**src/rtl/simpu_pkg.sv**
```systemverilog
// Shared definitions for the simple CPU pipeline.
// Contents: address/data widths, opcode field position, halt opcode and
// the fetch-stage state encoding.
`timescale 1ns/1ps
package simpu_pkg;

  localparam int unsigned ADDR_W  = 16;
  localparam int unsigned DATA_W  = 32;

  // Opcode field of an instruction word
  localparam int unsigned OPC_MSB = 31;
  localparam int unsigned OPC_LSB = 28;

  localparam logic [3:0]  HALT_OPCODE = 4'hF;

  typedef enum logic [1:0] {
    StFetch = 2'd0,
    StHalt  = 2'd1,
    StFault = 2'd2
  } fetch_state_e;

endpackage

```
**src/rtl/fetch_fifo.sv**
```systemverilog
// Two-entry FIFO of {pc, instr} between fetch and decode.
// Ports:
//   clk, reset     clock, asynchronous active-low reset
//   push, wdata    enqueue request and data (dropped if full without a pop)
//   pop            dequeue request (ignored when empty)
//   flush          empties the FIFO; overrides push/pop
//   rdata          head entry (registered)
//   full, empty    occupancy flags
`timescale 1ns/1ps
module fetch_fifo
  import simpu_pkg::*;
#(
  parameter int unsigned WIDTH = ADDR_W + DATA_W
) (
  input  logic             clk,
  input  logic             reset,
  input  logic             push,
  input  logic             pop,
  input  logic             flush,
  input  logic [WIDTH-1:0] wdata,
  output logic [WIDTH-1:0] rdata,
  output logic             full,
  output logic             empty
);

  logic [WIDTH-1:0] mem_q [2];
  logic [WIDTH-1:0] mem_d [2];
  logic [1:0]       count_q, count_d;
  logic             pop_eff, push_eff, wslot;

  assign pop_eff  = pop && (count_q != 2'd0);
  // A full FIFO still accepts a push when the head leaves in the same cycle
  assign push_eff = push && ((count_q != 2'd2) || pop_eff);
  // Write slot after the optional shift of entry 1 into the head
  assign wslot    = (count_q == 2'd2) || ((count_q == 2'd1) && !pop_eff);

  always_comb begin
    mem_d   = mem_q;
    count_d = count_q;
    if (flush) begin
      count_d = 2'd0;
    end else begin
      if (pop_eff) begin
        mem_d[0] = mem_q[1];
      end
      if (push_eff) begin
        mem_d[wslot] = wdata;
      end
      count_d = count_q + {1'b0, push_eff} - {1'b0, pop_eff};
    end
  end

  always_ff @(posedge clk or negedge reset) begin
    if (!reset) begin
      mem_q   <= '{default: '0};
      count_q <= 2'd0;
    end else begin
      mem_q   <= mem_d;
      count_q <= count_d;
    end
  end

  assign rdata = mem_q[0];
  assign full  = (count_q == 2'd2);
  assign empty = (count_q == 2'd0);

endmodule

```
**src/rtl/inst_fetch.sv**
```systemverilog
// Instruction fetch stage: owns the PC, addresses instruction memory, and
// queues {pc, instr} pairs for decode in a 2-entry FIFO (valid/ready).
// Handles branch redirect (flush + PC reload) and halt on HALT_OPCODE.
// Optional: define INST_FETCH_BOUNDS_EN to fault on fetches at pc >= IMEM_DEPTH.
// Ports:
//   clk, reset                    clock, asynchronous active-low reset
//   imem_addr / imem_data         word address out, instruction in (same cycle)
//   redirect_valid / redirect_pc  taken branch: flush and reload PC
//   out_valid / out_ready         decode handshake
//   out_instr / out_pc            head instruction and its PC
//   halted                        fetch stopped on a halt word
//   fault                         sticky bounds fault (0 without INST_FETCH_BOUNDS_EN)
`timescale 1ns/1ps
module inst_fetch
  import simpu_pkg::*;
#(
  parameter int unsigned       ADDR_W      = simpu_pkg::ADDR_W,
  parameter int unsigned       DATA_W      = simpu_pkg::DATA_W,
  parameter int unsigned       IMEM_DEPTH  = 256,
  parameter logic [ADDR_W-1:0] RESET_PC    = '0,
  parameter logic [3:0]        HALT_OPCODE = simpu_pkg::HALT_OPCODE
) (
  input  logic              clk,
  input  logic              reset,
  output logic [ADDR_W-1:0] imem_addr,
  input  logic [DATA_W-1:0] imem_data,
  input  logic              redirect_valid,
  input  logic [ADDR_W-1:0] redirect_pc,
  output logic              out_valid,
  input  logic              out_ready,
  output logic [DATA_W-1:0] out_instr,
  output logic [ADDR_W-1:0] out_pc,
  output logic              halted,
  output logic              fault
);

  logic [ADDR_W-1:0] pc_q, pc_d;
  fetch_state_e      state_q, state_d;
  logic              push, pop, flush, full, empty;
  logic              can_fetch, is_halt, out_of_bounds;

  assign pop       = out_valid && out_ready;
  assign can_fetch = !full || pop;
  assign is_halt   = (imem_data[OPC_MSB:OPC_LSB] == HALT_OPCODE);

`ifdef INST_FETCH_BOUNDS_EN
  assign out_of_bounds = (32'(pc_q) >= IMEM_DEPTH);
  assign fault         = (state_q == StFault);
`else
  logic unused_depth;
  assign unused_depth  = ^IMEM_DEPTH;
  assign out_of_bounds = 1'b0;
  assign fault         = 1'b0;
`endif

  always_comb begin
    state_d = state_q;
    pc_d    = pc_q;
    push    = 1'b0;
    flush   = 1'b0;
    if (redirect_valid && (state_q != StFault)) begin
      // Redirect wins over fetch; a same-cycle dequeue still completes
      flush   = 1'b1;
      pc_d    = redirect_pc;
      state_d = StFetch;
    end else if ((state_q == StFetch) && can_fetch) begin
      if (out_of_bounds) begin
        state_d = StFault;
      end else begin
        push = 1'b1;
        pc_d = pc_q + ADDR_W'(1);
        if (is_halt) begin
          state_d = StHalt;
        end
      end
    end
  end

  always_ff @(posedge clk or negedge reset) begin
    if (!reset) begin
      pc_q    <= RESET_PC;
      state_q <= StFetch;
    end else begin
      pc_q    <= pc_d;
      state_q <= state_d;
    end
  end

  fetch_fifo #(
    .WIDTH(ADDR_W + DATA_W)
  ) u_fifo (
    .clk  (clk),
    .reset(reset),
    .push (push),
    .pop  (pop),
    .flush(flush),
    .wdata({pc_q, imem_data}),
    .rdata({out_pc, out_instr}),
    .full (full),
    .empty(empty)
  );

  assign imem_addr = pc_q;
  assign out_valid = !empty;
  assign halted    = (state_q == StHalt);

endmodule

```
**config.mk**
```make
export PLATFORM = sky130hd
export DESIGN_NAME = inst_fetch
export DESIGN_NICKNAME = d
export VERILOG_FILES = /design/src/rtl/simpu_pkg.sv /design/src/rtl/fetch_fifo.sv /design/src/rtl/inst_fetch.sv
export SDC_FILE = /design/constraint.sdc
export NUM_CORES = 1
export LEC_CHECK = 0
export CAP_MARGIN = 20
export CORE_MARGIN = 4
export CORE_UTILIZATION = 35
export DETAILED_ROUTE_END_ITERATION = 12
export PLACE_DENSITY = 0.64
export RECOVER_POWER = 25
export SETUP_SLACK_MARGIN = 0.2
export SLEW_MARGIN = 10
export SYNTH_ARGS = -nofsm -noshare
export SYNTH_HDL_FRONTEND = slang
export SYNTH_SLANG_ARGS = --single-unit
```
**constraint.sdc**
```tcl
create_clock -name clk -period 1.85 [get_ports clk]
set_input_delay 0.185 -clock clk [delete_from_list [all_inputs] [get_ports clk]]
set_output_delay 0.185 -clock clk [all_outputs]
set_load 0.1 [all_outputs]
```
# --- Word level (Yosys, flattened, before mapping) ---
# Index checks and enable logic that the tools add are counted.
classes:
  reduce_logical: 20
  mux: 15
  n_bitwise: 2
  addsub: 3
  eq_ne: 6
  n_lt_le_gt_ge: 2
op_table:
  columns: ["cell", "count"]
  rows:
  - ["48-bit two-way mux", 3]
  - ["96-bit bitwise mux", 1]
  - ["96-bit two-way mux", 1]
  - ["48-bit demux with 1-bit select", 1]
  - ["16-bit two-way mux", 2]
  - ["16-bit by 1-bit adder with 16-bit output (second input constant)", 1]
  - ["2-bit two-way mux", 4]
  - ["1-bit logical AND", 7]
  - ["2-bit nonzero test", 3]
  - ["2-bit by 1-bit equality test with 1-bit output (second input constant)", 2]
  - ["4-bit equality test (second input constant)", 1]
  - ["2-bit zero test", 2]
  - ["2-bit != test (second input constant)", 2]
  - ["2-bit AND reduction", 2]
  - ["1-bit zero test", 3]
  - ["1-bit logical OR", 3]
  - ["1-bit two-way mux", 3]
  - ["2-bit by 1-bit adder with 2-bit output", 1]
  - ["2-bit equality test (second input constant)", 1]
  - ["2-bit >= comparator (second input constant)", 1]
  - ["2-bit by 1-bit < comparator with 1-bit output (second input constant)", 1]
  - ["1-bit inverter with 2-bit output", 1]
  - ["2-bit by 1-bit subtractor with 2-bit output", 1]
  - ["1-bit inverter", 1]
totals:
  word_cells: 53
  in_bits: 52
  regBits: 116
  out_inout_bits: 67

# --- Longest topological paths before layout ---
# Gate-level depths: netlist of run 1.
depth:
  depth_word: 14
  ltp_mapped: 7

# --- Modules after synthesis ---
# A second synthesis of run 1 with hierarchy kept.
unflattened:
  cells_unflattened: 505
  area_unflattened_um2: 5609.1
modules_own_cells:
  columns: ["module", "area_per_inst_um2", "n_inst", "cells_per_inst"]
  rows:
  - ["fetch_fifo", 4470.5, 1, 380]
  - ["inst_fetch", 1138.6, 1, 125]

# --- Worst setup path after synthesis of run 1 ---
# OpenSTA, ideal clock, no wires.
synth_timing:
  path_kind: "register to register"
  startpoint: "register pc_q[3], in the netlist imem_addr[3]"
  endpoint: "register pc_q[12], in the netlist imem_addr[12]"
  path_stages_with_launch: 6
  period_less_slack_ns: 2.521
  setup_slack_ns: -0.671
  arrival_time_ns: 2.451
  required_time_ns: 1.781
  cell_sequence: "dfrtp_1 -> buf_2 -> nand3_2 -> or4_1 -> or4_1 -> nand3_1"
synth_via:
  elab_chain_cells: 3
synth_rtl:
  columns: ["item", "line", "text"]
  rows:
  - ["start, declared", "inst_fetch.sv:37", "logic [ADDR_W-1:0] pc_q, pc_d;"]
  - ["start signal, assigned", "inst_fetch.sv:84", "pc_q <= pc_d;"]
  - ["16-bit by 1-bit adder with 16-bit output", "inst_fetch.sv:71", "pc_d = pc_q + ADDR_W'(1);"]
  - ["16-bit two-way mux", "inst_fetch.sv:66", "end else if ((state_q == StFetch) && can_fetch) begin"]
  - ["16-bit two-way mux", "inst_fetch.sv:61", "if (redirect_valid && (state_q != StFault)) begin"]
# Every way passes these cells. The select of a mux whose other input is x is not followed.
# A chain may end at the register's enable or synchronous reset.

==> flow_metrics.env, run 1 <==
export IMPL_status="complete, but fails checks"
export IMPL_violations="negative setup slack"
export IMPL_pwr_density_cell_mw_per_mm2=2040
export IMPL_synth_edff_count=0
export IMPL_clockBufferDepth=2
export IMPL_netlist_area_mm2=0.00573
export IMPL_worst_slew_pin_slew_ns=1.02
export IMPL_ir_drop_uv=1230
export IMPL_critPathMaxFanout=8
export IMPL_path_cells="or2_4 > buf_6 > buf_6 > or2_4 > clkbuf_16 > mux2_4"
export IMPL_grt_antenna_before_repair=0
export IMPL_grt_max_degree=75
export IMPL_grt_overflow_total=0
export IMPL_rsz0062_at_grt="true"
export IMPL_holdPathStages=3
export IMPL_register_area_mm2=0.00293
export IMPL_p_leak_nw=3.69
export IMPL_synth_seq_cells=115
export IMPL_total_power_w=0.0176
export IMPL_core_mm2=0.0159
export IMPL_layout_commonest_cell="nor2_1"
export IMPL_cpPeakStageDelay_ns=0.48
export IMPL_drtAntennaViolNets=0
export IMPL_maxCapViolations=0
export IMPL_drt_first_pass_iters=5
export IMPL_final_core_util_pct=54.2
export IMPL_final_fill_count=1372
export IMPL_fin_ws_ns=-0.0357
export IMPL_syn_nets=610
export IMPL_syn_to_final_growth_pct=50.6
export IMPL_ys_seq_area_share_pct=50.2
export IMPL_cts_tree="built"
export IMPL_slew_violations=0
export IMPL_grt_pass1_vias=4772
export IMPL_cp_arrival_ns=2.17
export IMPL_synth_ff_type="dfrtp_1"
export IMPL_gp_congestion=0.754
export IMPL_initial_core_util_pct=36.0
export IMPL_endpoint_kind="flop"
export IMPL_r2r_cells=6
export IMPL_synthCells=555
export IMPL_setup_violations=52
export IMPL_port_buffers=117
export IMPL_htreeDepth=4
export IMPL_layout_drive_gt1_share_pct=48.4
export IMPL_criticalPathCategory="flop to flop"
export IMPL_fin_area_mm2=0.00863
export IMPL_min_period_ns=1.89
export IMPL_crit_family="simple AND/OR/NAND/NOR gates"
export IMPL_die_y_um=136
export IMPL_multiInputGateArea_mm2=0.00296
export IMPL_row_count=46
export IMPL_finalClockSkew_ns=0.00719
export IMPL_cp_depth=6
export IMPL_dp_hpwl_mm=9.90
export IMPL_vias=4561
export IMPL_synth_cell_type_count=45
export IMPL_avgSynthCellArea_um2=10.3
export IMPL_yosys_warnings=0
export IMPL_drt_total_wl_mm=16.8
export IMPL_min_path_type="input port to flop"
export IMPL_chipWidth_um=136
export IMPL_worst_setup_hold_path_clk_slew_ns=0.05
export IMPL_cp_slowest_cell="dfrtp_4"
export IMPL_cts_root_buf="clkbuf_16"
export IMPL_period_share_pct=102
export IMPL_grt_pass1_wl_mm=26.0
export IMPL_io_pins=119
export IMPL_avgViaCountPerCell=5.11
export IMPL_mostFrequentLayoutCells="nor2_1 (116), dfrtp_1 (97), buf_4 (87)"
export IMPL_diodes=0
export IMPL_track_usage_pct=18.1
export IMPL_fmax_mhz=530
export IMPL_drc=0
export IMPL_crit_buf_inv=3
export IMPL_wl_per_cell_um=18.8
export IMPL_worstPathRequired_ns=2.14
export IMPL_placed_cell_area_mm2=0.00694
export IMPL_numCtsBuffers=17
export IMPL_fin_setup_tns_ns=-0.946
export IMPL_clk_insertion_delay_late_ns=0.41
export IMPL_hold_viol=0
export IMPL_holdWs_ns=0.334
export IMPL_clkSinkCount=115
export IMPL_die_area_mm2=0.0185
export IMPL_async_flop_share_pct=100
export IMPL_drt_iter0_markers=236
export IMPL_layout_nets=719
export IMPL_max_slew_margin_pct=31.7
export IMPL_setup_worst_path_start_class="flop"
[cell usage after synthesis (4+ instances only)]
library cell    n  area, um^2
dfrtp_1       115        2880
a211oi_2       30         375
nand2_1        16        60.1
nor3_1          4        20.0
buf_1           5        18.8
nor2_1        155         582
xnor2_1         9        78.8
inv_1           5        18.8
nor2b_1         5        31.3
clkbuf_1       13        48.8
nand3_1         5        25.0
a211oi_1       17         128
nand4_1         5        31.3
buf_4          49         368
o21ai_0        11        55.1
buf_6           4        45.0
a31oi_1         4        25.0
buf_2          14        70.1
mux2_2         48         541
[stage by stage]
step | setup slack [ns] | instances
floorplan | -0.177 | 555
global placement | -0.0833 | 835
detailed placement | -0.131 | 835
CTS | -0.00883 | 887
global route | -0.0688 | 893
finish | -0.0357 | 893
[worst paths after layout]
| check | startpoint | end | slack, ns |
|---|---|---|---|
| setup / recovery | state_q[0] | flop | -0.04 |
| hold / removal | redirect_pc[5] | imem_addr[5] | 0.33 |
| setup reg to reg | state_q[0] | flop | -0.04 |
| hold reg to reg | flop | flop | 0.51 |
| max in group asynchronous | reset | imem_addr[9] | 0.44 |
| min in group asynchronous | reset | u_fifo.rdata[22] | 0.62 |
[cell type report]
| cell class | count | share of cell area (%) |
|---|---|---|
| clock buffer | 20 | 5.06 |
| multi-input combinational | 349 | 34.3 |
| sequential | 115 | 34.0 |
| timing repair buffer | 176 | 21.5 |
| inverter | 5 | 0.217 |
| tap | 216 | 3.13 |
| clock inverter | 12 | 1.88 |
[cell families (layout without fill, tap and decap cells)]
family / count (synthesis) / in the layout / synth area share, %
AND/OR/NAND/NOR: 213 / 213 / 16.2
XOR/XNOR: 10 / 10 / 1.53
adder cells (fa/ha/maj): 3 / 3 / 0.655
buffers and inverters: 91 / 213 / 10.0
multiplexers: 50 / 50 / 9.78
AO/OA/AOI/OAI: 72 / 72 / 11.6
flip-flops: 115 / 115 / 50.2
other: 1 / 1 / 0.0654
[report_power, final]
part           total, W  internal (W)  switching (W)
registers       0.00455       0.00366       0.000894
logic           0.00969       0.00321        0.00648
clock network   0.00335       0.00223        0.00112
[worst reg2reg max path: stages (launching register included)]
cell	delay (ns)
dfrtp_4	0.48
or2_4	0.24
buf_6	0.12
buf_6	0.11
or2_4	0.32
clkbuf_16	0.21
mux2_4	0.30
[timing repair]
action,in CTS,in global routing
hold endpoints to repair,115,0
gates cloned,7,3
hold buffers,1,0
setup buffers,12,3
endpoints found under the setup margin,106,112
pin swaps,49,26
resized for setup,129,47
[metal layers]
metal / track usage [%] / part of all wire [%] / wire length [um] / up-vias
li1: - / - / - / 2061
met1: 23.3 / 42 / 7100 / 2303
met2: 29.8 / 50 / 8310 / 180
met5: 0 / 0 / 0 / -
met4: 5.94 / 1.5 / 248 / 0
met3: 4.77 / 6.6 / 1110 / 17
Power figures use the tool's default switching activity.
==> inputs of run 2 (changes only) <==
--- a/config.mk
+++ b/config.mk
@@ -9,10 +9,12 @@
 export CORE_MARGIN = 4
 export CORE_UTILIZATION = 35
 export DETAILED_ROUTE_END_ITERATION = 12
-export PLACE_DENSITY = 0.64
+export PLACE_DENSITY = 0.65
 export RECOVER_POWER = 25
 export SETUP_SLACK_MARGIN = 0.2
+export SKIP_CTS_REPAIR_TIMING = 1
 export SLEW_MARGIN = 10
 export SYNTH_ARGS = -nofsm -noshare
 export SYNTH_HDL_FRONTEND = slang
+export SYNTH_HIERARCHICAL = 1
 export SYNTH_SLANG_ARGS = --single-unit
==> flow_metrics.env, run 2 <==
export IMPL_cts_root_buf="clkbuf_16"
export IMPL_min_period_ns=1.98
export IMPL_hold_viol=0
export IMPL_track_usage_pct=15.2
export IMPL_fmax_mhz=505
export IMPL_maxCapViolations=0
export IMPL_cts_tree="built"
export IMPL_final_core_util_pct=50.7
export IMPL_syn_nets=559
export IMPL_grt_pass1_vias=4204
export IMPL_grt_max_degree=39
export IMPL_gp_congestion=0.766
export IMPL_cp_arrival_ns=2.26
export IMPL_cpPeakStageDelay_ns=0.41
export IMPL_final_fill_count=1418
export IMPL_worstPathRequired_ns=2.13
export IMPL_ir_drop_uv=1370
export IMPL_register_area_mm2=0.00292
export IMPL_synthMuxAreaShare_pct=11.4
export IMPL_io_pins=119
export IMPL_mostFrequentLayoutCells="dfrtp_1 (98), buf_4 (81), inv_1 (54)"
export IMPL_multiInputGateArea_mm2=0.00226
export IMPL_clockBufferDepth=2
export IMPL_grt_overflow_total=0
export IMPL_pwr_density_cell_mw_per_mm2=2030
export IMPL_synth_edff_count=0
export IMPL_grt_pass1_wl_mm=21.8
export IMPL_fin_ws_ns=-0.131
export IMPL_row_count=46
export IMPL_crit_start="u_fifo/count_q[1]"
export IMPL_fin_setup_tns_ns=-6.03
export IMPL_worst_setup_hold_path_clk_slew_ns=0.06
export IMPL_rsz0062_at_grt="true"
export IMPL_synth_top_family_by_area="compound AO/OA/AOI/OAI gates"
export IMPL_layout_drive_gt1_share_pct=42.5
export IMPL_setup_violations=94
export IMPL_port_buffers=117
export IMPL_drtAntennaViolNets=0
export IMPL_ys_seq_area_share_pct=51.3
export IMPL_synth_area_leaders="dfrtp_1 (51%), buf_4 (7.1%), a22oi_1 (6.6%), mux2_2 (5.6%), inv_1 (3.7%)"
export IMPL_max_slew_margin_pct=46.0
export IMPL_period_share_pct=107
export IMPL_layout_commonest_cell="dfrtp_1"
export IMPL_crit_family="simple AND/OR/NAND/NOR gates"
export IMPL_p_leak_nw=3.48
export IMPL_total_power_w=0.0162
export IMPL_async_flop_share_pct=100
export IMPL_synthCells=505
export IMPL_syn_to_final_growth_pct=42.5
export IMPL_synth_top_cell_area_share_pct=51.3
export IMPL_place_inst=792
export IMPL_stdcell_count=840
export IMPL_clk_insertion_delay_late_ns=0.42
export IMPL_endpoint_kind="flop"
export IMPL_vias=4165
export IMPL_synth_ff_type="dfrtp_1"
export IMPL_netlist_area_mm2=0.00561
export IMPL_critPathMaxFanout=8
export IMPL_crit_path_frequent_cell="buf_12"
export IMPL_synth_seq_cells=115
export IMPL_initial_core_util_pct=35.6
export IMPL_synth_top_area_cell="dfrtp_1"
export IMPL_diodes=0
export IMPL_avgSynthCellArea_um2=11.1
export IMPL_drt_total_wl_mm=14.6
export IMPL_numCtsBuffers=17
export IMPL_synth_fa_ha_area_share_pct=0.446
export IMPL_crit_buf_inv=3
export IMPL_min_path_type="input port to flop"
export IMPL_dp_slack_ns=-0.355
export IMPL_drc=0
export IMPL_synth_simple_area_share_pct=6.49
export IMPL_avgViaCountPerCell=4.96
export IMPL_dp_hpwl_mm=9.16
export IMPL_violations="negative setup slack"
export IMPL_yosys_warnings=6
export IMPL_ys_top_cells_by_count="dfrtp_1 (115), inv_1 (55), buf_4 (53), a22oi_1 (49), o21ai_0 (34)"
export IMPL_htreeDepth=4
export IMPL_path_cells="nor2_2 > nand2b_4 > inv_2 > nor3b_4 > a21oi_2 > nor2_4 > buf_12 > buf_12 > mux2_2"
export IMPL_core_mm2=0.0158
export IMPL_drt_first_pass_iters=5
export IMPL_die_area_mm2=0.0181
export IMPL_setup_worst_path_start_class="flop"
export IMPL_synth_compound_area_share_pct=15.5
export IMPL_slew_violations=0
export IMPL_status="complete, but fails checks"
export IMPL_synth_xor_area_share_pct=1.72
export IMPL_drt_iter0_markers=189
export IMPL_synth_cell_type_count=46
export IMPL_cp_slowest_cell="dfrtp_2"
export IMPL_r2r_start="u_fifo/count_q[1]"
export IMPL_wl_per_cell_um=17.3
export IMPL_synth_most_common_cell="dfrtp_1"
export IMPL_grt_antenna_before_repair=0
export IMPL_criticalPathCategory="flop to flop"
export IMPL_layout_nets=665
export IMPL_worst_slew_pin_slew_ns=0.809
export IMPL_clkSinkCount=115
export IMPL_chipWidth_um=135
export IMPL_hp_start="redirect_pc[1]"
export IMPL_finalClockSkew_ns=0.0230
export IMPL_die_y_um=135
-- run 2: cell types whose count changed after synthesis, sizes merged, moves of 4 or more --
cell    delta
a211oi    -41
a22oi     +48
clkbuf     -4
mux2i      +4
o21ai     +52
buf        -7
inv       +50
nor2     -145
-- run 2: layout make-up --
class,instances,share of cell area (%)
Timing Repair Buffer,162,20.8
Multi-Input combinational cell,260,28.3
Tap cell,216,3.38
Clock inverter,7,1.77
Sequential cell,115,36.6
Inverter,55,2.58
Clock buffer,25,6.58
-- run 2: logic make-up (layout without fill, tap and decap cells) --
logic type	Yosys count	after routing
buffers and inverters	130	249
AOI/OAI and AO/OA	129	129
DFF	115	115
and+or+nand+nor	63	63
muxes	54	54
xor gates and xnor gates	11	11
adders and majority gates	2	2
other	1	1
-- run 2: routing by layer --
metal / GRT usage [%] / wire [um] / vias to the layer above
met2: 23.6 / 6880 / 164
met3: 4.92 / 1020 / 18
met1: 20.2 / 6450 / 2061
li1: - / - / 1922
met4: 5.15 / 200 / 0
met5: 0 / 0 / -
-- run 2: power by group --
part	leakage [nW]	switching, W	total (W)	internal [W]
sequential	1.39	0.000706	0.00433	0.00363
combinational	1.76	0.00581	0.00825	0.00244
clock	0.326	0.00114	0.00365	0.00251
-- run 2: final timing paths --
kind                            slack, ns  cells past startpoint          endpoint
worst max-delay path                -0.13                      9              flop
worst min-delay path                 0.32                      3      imem_addr[1]
worst max register to register      -0.13                      9              flop
worst min register to register       0.48                      2  u_fifo/rdata[31]
max in group asynchronous            0.36                      3   u_fifo/rdata[7]
min in group asynchronous            0.40                      2  u_fifo/rdata[31]
-- run 2: per-stage QoR --
stage / instance area [um^2] / hold WS [ns]
6_report: 7990 / 0.315
3_3_place_gp: 6810 / 0.160
3_5_place_dp: 6810 / 0.165
4_1_cts: 7480 / -0.276
2_1_floorplan: 5720 / -0.111
5_1_grt: 7990 / 0.330
-- run 2: worst register-to-register path, stage by stage, from the launching register on --
cell,delay (ns)
dfrtp_2,0.41
nor2_2,0.13
nand2b_4,0.17
inv_2,0.07
nor3b_4,0.23
a21oi_2,0.07
nor2_4,0.12
buf_12,0.15
buf_12,0.14
mux2_2,0.35
